[src/rtl/mem_arb_pkg.sv]
// Shared constants and helpers for the two-port RAM arbiter.
// Optional conflict counter in mem_arbiter is enabled by MEM_ARB_PERF_CNT_EN.
package mem_arb_pkg;

  localparam logic [1:0] MEM_NONE  = 2'b00;
  localparam logic [1:0] MEM_READ  = 2'b01;
  localparam logic [1:0] MEM_WRITE = 2'b10;

  localparam int unsigned DEF_ADDR_W  = 9;
  localparam int unsigned DEF_DATA_W  = 16;
  localparam int unsigned RAM_SEL_BIT = 8;

  // 2'b11 is reserved and behaves like no request.
  function automatic logic is_req(input logic [1:0] cmd);
    return (cmd == MEM_READ) || (cmd == MEM_WRITE);
  endfunction

endpackage

[src/rtl/rr_arb2.sv]
// Two-way round-robin picker; ptr_q names the requester favoured on a tie.
module rr_arb2 (
  input  logic       clk,
  input  logic       reset,
  input  logic [1:0] req,
  input  logic       advance,
  output logic [1:0] gnt
);

  logic ptr_q, ptr_d;

  always_comb begin
    gnt = 2'b00;
    unique case (req)
      2'b01:   gnt = 2'b01;
      2'b10:   gnt = 2'b10;
      2'b11:   gnt = ptr_q ? 2'b10 : 2'b01;
      default: gnt = 2'b00;
    endcase
  end

  // After a grant the pointer moves to the requester that was not served.
  always_comb begin
    ptr_d = ptr_q;
    if (advance && (gnt != 2'b00)) begin
      ptr_d = gnt[0];
    end
  end

  always_ff @(posedge clk or negedge reset) begin
    if (!reset) begin
      ptr_q <= 1'b0;
    end else begin
      ptr_q <= ptr_d;
    end
  end

endmodule

[src/rtl/mem_arbiter.sv]
// Round-robin arbiter sharing one synchronous RAM between the CPU (m0) and a loader (m1).
// Define MEM_ARB_PERF_CNT_EN to add the saturating conflict counter.
module mem_arbiter
  import mem_arb_pkg::*;
#(
  parameter int unsigned ADDR_W = DEF_ADDR_W,
  parameter int unsigned DATA_W = DEF_DATA_W
) (
  input  logic              clk,
  input  logic              reset,
  input  logic [1:0]        m0_cmd,
  input  logic [ADDR_W-1:0] m0_addr,
  input  logic [DATA_W-1:0] m0_wdata,
  output logic              m0_grant,
  output logic [DATA_W-1:0] m0_rdata,
  output logic              m0_rvalid,
  input  logic [1:0]        m1_cmd,
  input  logic [ADDR_W-1:0] m1_addr,
  input  logic [DATA_W-1:0] m1_wdata,
  output logic              m1_grant,
  output logic [DATA_W-1:0] m1_rdata,
  output logic              m1_rvalid,
  output logic [ADDR_W-2:0] ram_addr,
  output logic              ram_write,
  output logic [DATA_W-1:0] ram_din,
  input  logic [DATA_W-1:0] ram_dout,
`ifdef MEM_ARB_PERF_CNT_EN
  input  logic              conflict_clr,
  output logic [15:0]       conflict_cnt,
`endif
  output logic              oor_flag
);

  logic              m0_valid, m1_valid;
  logic [1:0]        req, gnt;
  logic              any_gnt, in_range, ram_access;
  logic [1:0]        g_cmd;
  logic [ADDR_W-1:0] g_addr;
  logic [DATA_W-1:0] g_wdata;
  logic [1:0]        rvalid_q, rvalid_d;
  logic              ram_rd_q, ram_rd_d;
  logic              oor_q, oor_d;

  assign m0_valid = is_req(m0_cmd);
  assign m1_valid = is_req(m1_cmd);
  // Masking with reset keeps grants low while reset is held.
  assign req      = {m1_valid, m0_valid} & {2{reset}};

  rr_arb2 u_rr_arb2 (
    .clk     (clk),
    .reset   (reset),
    .req     (req),
    .advance (any_gnt),
    .gnt     (gnt)
  );

  assign any_gnt  = |gnt;
  assign m0_grant = gnt[0];
  assign m1_grant = gnt[1];

  always_comb begin
    g_cmd      = gnt[1] ? m1_cmd   : m0_cmd;
    g_addr     = gnt[1] ? m1_addr  : m0_addr;
    g_wdata    = gnt[1] ? m1_wdata : m0_wdata;
    in_range   = ~g_addr[RAM_SEL_BIT];
    ram_access = any_gnt & in_range;
    ram_write  = ram_access & (g_cmd == MEM_WRITE);
    ram_addr   = ram_access ? g_addr[ADDR_W-2:0] : '0;
    ram_din    = ram_access ? g_wdata : '0;
    rvalid_d   = gnt & {2{g_cmd == MEM_READ}};
    ram_rd_d   = in_range;
    oor_d      = oor_q | (any_gnt & ~in_range);
  end

  always_ff @(posedge clk or negedge reset) begin
    if (!reset) begin
      rvalid_q <= 2'b00;
      ram_rd_q <= 1'b0;
      oor_q    <= 1'b0;
    end else begin
      rvalid_q <= rvalid_d;
      ram_rd_q <= ram_rd_d;
      oor_q    <= oor_d;
    end
  end

  // Out-of-range reads still return rvalid, but with zero data.
  assign m0_rvalid = rvalid_q[0];
  assign m1_rvalid = rvalid_q[1];
  assign m0_rdata  = (rvalid_q[0] && ram_rd_q) ? ram_dout : '0;
  assign m1_rdata  = (rvalid_q[1] && ram_rd_q) ? ram_dout : '0;
  assign oor_flag  = oor_q;

`ifdef MEM_ARB_PERF_CNT_EN
  logic [15:0] conflict_q, conflict_d;

  always_comb begin
    conflict_d = conflict_q;
    if (conflict_clr) begin
      conflict_d = 16'h0000;
    end else if (m0_valid && m1_valid && (conflict_q != 16'hFFFF)) begin
      conflict_d = conflict_q + 16'h0001;
    end
  end

  always_ff @(posedge clk or negedge reset) begin
    if (!reset) begin
      conflict_q <= 16'h0000;
    end else begin
      conflict_q <= conflict_d;
    end
  end

  assign conflict_cnt = conflict_q;
`endif

endmodule

[config.mk]
export PLATFORM = sky130hd
export DESIGN_NAME = mem_arbiter
export DESIGN_NICKNAME = d
export VERILOG_FILES = /design/src/rtl/mem_arb_pkg.sv /design/src/rtl/rr_arb2.sv /design/src/rtl/mem_arbiter.sv
export SDC_FILE = /design/constraint.sdc
export NUM_CORES = 1
export LEC_CHECK = 0
export ABC_AREA = 1
export CORE_AREA = 2 2 52 54
export CTS_BUF_LIST = sky130_fd_sc_hd__clkbuf_4 sky130_fd_sc_hd__clkbuf_8 sky130_fd_sc_hd__clkbuf_16
export CTS_CLUSTER_SIZE = 8
export DETAILED_ROUTE_END_ITERATION = 8
export DIE_AREA = 0 0 54 56
export DONT_BUFFER_PORTS = 1
export GPL_TIMING_DRIVEN = 0
export PLACE_DENSITY = 0.63
export SETUP_SLACK_MARGIN = 0.05
export SYNTH_ARGS = -nofsm -noshare
export SYNTH_HDL_FRONTEND = slang
export SYNTH_HIERARCHICAL = 1
export SYNTH_SLANG_ARGS = --single-unit
[constraint.sdc]
create_clock -name clk -period 1.6 [get_ports clk]
set_input_delay 0.24 -clock clk [delete_from_list [all_inputs] [get_ports clk]]
set_output_delay 0.24 -clock clk [all_outputs]
set_load 0.1 [all_outputs]
* Word level (Yosys, flattened, before mapping)
Index checks and enable logic that the tools add are counted.
Widths: inputs -> output; s select.
** Cells by class
- Multiplexer cells :: 9
- Bitwise operators :: 7
- Equality and inequality tests :: 9
- Reduce and logical (&&, ||, !) cells :: 7
** Operators by type and width (count)
- $mux 16 :: 4
- $eq 2x2->1 const B :: 5
- $mux 9 :: 1
- $eq 2x1->1 const B :: 4
- $mux 8 :: 1
- $pmux 2 s3 :: 1
- $and 2x2->2 :: 2
- $mux 2 :: 2
- $and 1x1->1 :: 3
- $logic_and 1x1->1 :: 3
- $logic_or 1x1->1 :: 2
- $reduce_bool 2->1 :: 1
- $reduce_or 2->1 :: 1
- $not 1->1 :: 1
- $or 1x1->1 :: 1
** Word-level totals
- Word-level logic and storage cells :: 36
- Bits in registers :: 5
- Output and inout port bits :: 62

* Depth between registers and ports, before layout
- Word-level depth :: 9
- Gate-level depth with buffers :: 11

* By module
Netlist, hierarchy kept.
** Modules (own cells, without submodules)
- mem_arbiter :: cells an instance 188, times used 1, area each 928.4 µm²
- rr_arb2 :: cells an instance 8, times used 1, area each 60.1 µm²

* Worst setup path after synthesis
No wires, ideal clock.
- Path type :: input-to-output
- Start point :: input port m0_cmd[0]
- End point :: output port ram_addr[2]
- Stages :: 8
- Slack :: -3336 ps
- Required time :: 1360 ps
- Arrival time :: 4696 ps
- Path buffers :: 1
- Cells stage by stage :: o21ai_0 a21oi_1 a21boi_0 inv_1 nand2_1 nand3_4 buf_6 nor2_1
** On the way
- Elaborated cells on any way between the ends :: 13
- Those cells by class :: eq/ne: 5; mux: 3; bitwise: 3; reduce/logical: 2
** RTL lines
- start: declaration :: line mem_arbiter.sv:11 : input logic [1:0] m0_cmd,
- $eq 2x1->1 or $eq 2x2->1 (tied branches) :: line mem_arb_pkg.sv:15 : return (cmd == MEM_READ) || (cmd == MEM_WRITE);
- $logic_or 1x1->1 (*) :: line mem_arb_pkg.sv:15
- $and 2x2->2 (*) :: line mem_arbiter.sv:47 : assign req = {m1_valid, m0_valid} & {2{reset}};
- net req[0] :: line mem_arbiter.sv:35 : logic [1:0] req, gnt;
- $eq 2x2->1 or $eq 2x1->1 (tied branches) :: line rr_arb2.sv:14 : unique case (req)
- $pmux 2 s3 (*) :: line rr_arb2.sv:14
- net m0_grant :: line mem_arbiter.sv:14 : output logic m0_grant,
- $reduce_or 2->1 (*) :: line mem_arbiter.sv:57 : assign any_gnt = |gnt;
- net any_gnt :: line mem_arbiter.sv:36 : logic any_gnt, in_range, ram_access;
- $and 1x1->1 (*) :: line mem_arbiter.sv:66 : ram_access = any_gnt & in_range;
- $mux 8 (*) :: line mem_arbiter.sv:68 : ram_addr = ram_access ? g_addr[ADDR_W-2:0] : '0;
- end: declaration :: line mem_arbiter.sv:23 : output logic [ADDR_W-2:0] ram_addr,
Mark *: on every way through the listed nets, which the timed path passes. The rest lies on a longest branch.

* Worst setup path after layout
- Start point :: register u_rr_arb2.ptr_q
- End point :: output port ram_din[12]
** On the way
- Word-level cells in the longest chain between the ends :: 6
- Elaborated cells on any way between the ends :: 8
- Those cells by class :: mux: 5; bitwise: 2; reduce/logical: 1
** Ends and longest elaborated chain
- start: declaration :: line rr_arb2.sv:10 : logic ptr_q, ptr_d;
- start signal: assignment :: line rr_arb2.sv:34 : ptr_q <= ptr_d;
- $mux 2 (*) :: line rr_arb2.sv:17 : 2'b11: gnt = ptr_q ? 2'b10 : 2'b01;
- $pmux 2 s3 (*) :: line rr_arb2.sv:14
- net m1_grant :: line mem_arbiter.sv:20 : output logic m1_grant,
- $mux 9 :: line mem_arbiter.sv:63 : g_addr = gnt[1] ? m1_addr : m0_addr;
- $not 1->1 :: line mem_arbiter.sv:65 : in_range = ~g_addr[RAM_SEL_BIT];
- $and 1x1->1 :: line mem_arbiter.sv:66
- $mux 16 (*) :: line mem_arbiter.sv:69 : ram_din = ram_access ? g_wdata : '0;
- end: declaration :: line mem_arbiter.sv:25 : output logic [DATA_W-1:0] ram_din,
Marks and branches as above.

==> metrics.md <==
| Metric | Value |
|---|---|
| Run status | finished, violations left |
| Violated checks | setup timing |
| Initial antenna violation count | 0 |
| Fmax | 0.360 GHz |
| Syn Area/Cell | 5.04 um2 |
| Unique masters post-synth | 20 |
| Grt total ovfl | 0 |
| Critical path data required time | 1360 ps |
| CTS tree | done |
| Combinational power share | 77.3% |
| Hold WS | 29.0 ps |
| Total CTS buffers | 3 |
| RSZ-0062 raised after global routing | yes |
| Design area | 1930 um2 |
| Maxcap violations | 0 |
| Worst slew pin tran | 887 ps |
| Rows | 18 |
| PD cells | 818 nW/um2 |
| H-tree level count | 1 |
| Diode count | 0 |
| DR WL/cell | 14.5 um |
| Sequential cell area fraction in the yosys report | 12.7% |
| Layout net count | 294 |
| Endpoints failing hold | 0 |
| P_leak | 0.787 nW |
| Final ANT Viol Nets | 0 |
| Min-delay src | m1_cmd[1] |
| DR vias/cell | 5.15 |
| Crit end category | primary output |
| DR vias | 1,293 |
| Die area | 3020 um2 |
| Clock Skews | 7.18 ps |
| Crit Path Max Fanout | 10 |
| Clock latency on the worst-skew pair | 260 ps |
| IO Pins | 134 |
| Fin Setup TNS | -40,710 ps |
| Share of layout cells above drive strength 1 | 50.2% |
| Vias in the first global route | 1,142 |
| Kind of critical path | register to primary output |
| Register bit total from synthesis | 5 |
| Post-synthesis mux area share | 0% |
| Largest family of logic cells by synthesized area | simple AND/OR/NAND/NOR gates |
| Yosys warnings | 6 |
| Final setup fails | 63 |
| Final worst slack | -1180 ps |
| GRT Total Usage | 22.4% |
| Synth Area in Compound Gates | 3.54% |
| P&R area growth vs syn | 95.4% |
| Clk pwr share | 11.1% |
| Core area | 2430 um2 |
| Net switching power figure | 0.00101 W |
| Xor/xnor share of the synthesized area | 0% |
| First drt pass iteration count | 4 |
| Worst reg-to-reg setup slack | -630 ps |
| Hpwl dp | 2.65 mm |
| Tmin final | 2780 ps |
| Remaining DRCs | 0 |
| Worst reg2reg startpoint | u_rr_arb2/ptr_q |
| Fin util | 79.4% |
| Maximum vdd drop | 0.567 mV |
| Total Power | 0.00158 W |
| Pin count of the biggest net entering global routing | 11 |
| Critical Path AT | 2540 ps |
| GPL Wtd Cong | 0.740 |
| HP Class | primary input to register |
| Mapped Nets | 268 |
| Critical Path Source Type | register |
| Beginning of the critical path | u_rr_arb2/ptr_q |
| Syn Std Cell Area | 988 um2 |
| Die Y | 56 um |
| Starting Density | 40.6% |
| Simple-gate area share of the yosys netlist | 66.8% |
| Final critical-path share of the clock period | 174% |
| Worst slew margin | 40.9% |
| Port-buffer cells | 0 |
| First DRT Iteration DRCs | 34 |
| Post-Route WL | 3.64 mm |
| Cell-internal power | 0.000574 W |
| Switching share of total power | 63.7% |
| Adder-cell share of the synthesized area | 0% |
| Clock transition at path regs | 50 ps |
| Clock Sink Count | 5 |
| Synth Instances | 196 |
| Area after DPL | 1610 um2 |
| Final Max Slew Viols | 0 |
| CTS max path bufs | 2 |
| First-pass GRT wire length | 5.18 mm |
| Root buffer cell | clkbuf_4 |
| Flop pwr share | 11.6% |
| Die Wd | 54 um |
[power by group through the flow]
stage | sequential [W] | combinational [W] | clock, W
6_report | 0.000184 | 0.00122 | 0.000175
5_1_grt | 0.000186 | 0.00128 | 0.000179
4_1_cts | 0.000184 | 0.00114 | 0.000163
3_5_place_dp | 0.000195 | 0.00104 | 0
3_3_place_gp | 0.000194 | 0.00103 | 0
2_1_floorplan | 0.000191 | 0.000991 | 0
[cell families after synthesis]
family	after synthesis
and+or+nand+nor	152
buffers and inverters	33
AOI/OAI and AO/OA	6
DFF	5
[synth_stat cells]
library cell / count / area share (%)
nand2_1: 65 / 25
nor2_1: 56 / 21
inv_1: 22 / 8.4
and2_1: 13 / 8.2
and2_0: 11 / 7.0
buf_6: 5 / 5.7
dfrtp_1: 5 / 13
a21oi_1: 2 / 1.0
buf_2: 2 / 1.0
clkbuf_1: 2 / 0.76
nand3_1: 2 / 1.0
nor2_2: 2 / 1.3
o21ai_0: 2 / 1.0
a21boi_0: 1 / 0.76
a21boi_1: 1 / 0.76
buf_4: 1 / 0.76
inv_2: 1 / 0.38
nand2_4: 1 / 1.1
nand3_4: 1 / 1.8
nor3_1: 1 / 0.51
[stage by stage]
step | cells | setup slack (ps)
floorplan | 196 | -1070
global placement | 226 | -1170
detailed placement | 226 | -1190
CTS | 242 | -1170
global route | 251 | -1250
finish | 251 | -1180
[cell usage in the layout, fill, tap and decap left out]
cell type,netlist,layout
nor3_2,0,1
nand2_8,0,2
inv_1,22,20
buf_4,1,9
nor2_4,0,57
buf_12,0,4
nand3_1,2,1
dlygate4sd3_1,0,1
a21oi_4,0,1
buf_8,0,9
dfrtp_1,5,3
nand3_2,0,1
clkbuf_4,0,4
o21ai_1,0,1
nor2_1,56,1
clkbuf_2,0,1
clkbuf_16,0,3
a21boi_4,0,2
nand2_4,1,2
o21ai_4,0,1
and2_0,11,7
inv_4,0,1
nand2_2,0,3
dfrtp_4,0,2
buf_6,5,4
and2_1,13,17
nand3_4,1,1
inv_2,1,2
nand2_1,65,59
a21oi_2,0,1
[metal layers]
metal	wire (um)	up-vias	GRT usage, %	part of all wire [%]
li1	-	620	-	-
met1	1190	574	21.9	33
met2	2000	92	43.2	55
met3	373	7	4.57	10
met4	79	0	8.21	2.2
met5	0	-	0	0
[path summary, 6_finish.rpt]
path                       cells past startpoint              end
hold / removal                                 1      rvalid_q[1]
max in group asynchronous                      1      rvalid_q[1]
setup reg to reg                              12      rvalid_q[0]
hold reg to reg                                3  u_rr_arb2/ptr_q
setup / recovery                               9      ram_din[12]
min in group asynchronous                      1      rvalid_q[0]
[timing repair]
action	CTS	global route
hold buffers	1	0
gates cloned	2	1
endpoints found under the setup margin	64	64
pin swaps	26	24
setup buffers	9	8
resized for setup	20	16
hold endpoints to repair	5	0
[area by class of cell]
type / count / area (um2)
buffer: 10 / 173
timing repair buffer: 21 / 245
tap: 30 / 37.5
sequential: 5 / 133
fill: 174 / 500
clock buffer: 4 / 30.0
multi-input combinational: 158 / 1220
inverter: 23 / 88.8
[state kept, by name, summed over array words and instances, names as in the netlist]
signal and count:
u_rr_arb2/ptr_q 1, ram_rd_q 1, rvalid_q 2, oor_flag 1
[critical path: stages (launching register included)]
cell	delay, ps
dfrtp_1	360
inv_2	60
a21boi_4	620
buf_6	210
inv_4	40
buf_8	110
nand2_4	70
nand3_4	120
buf_12	190
nor2_4	490
No activity file was read; power rests on OpenSTA's default activity.
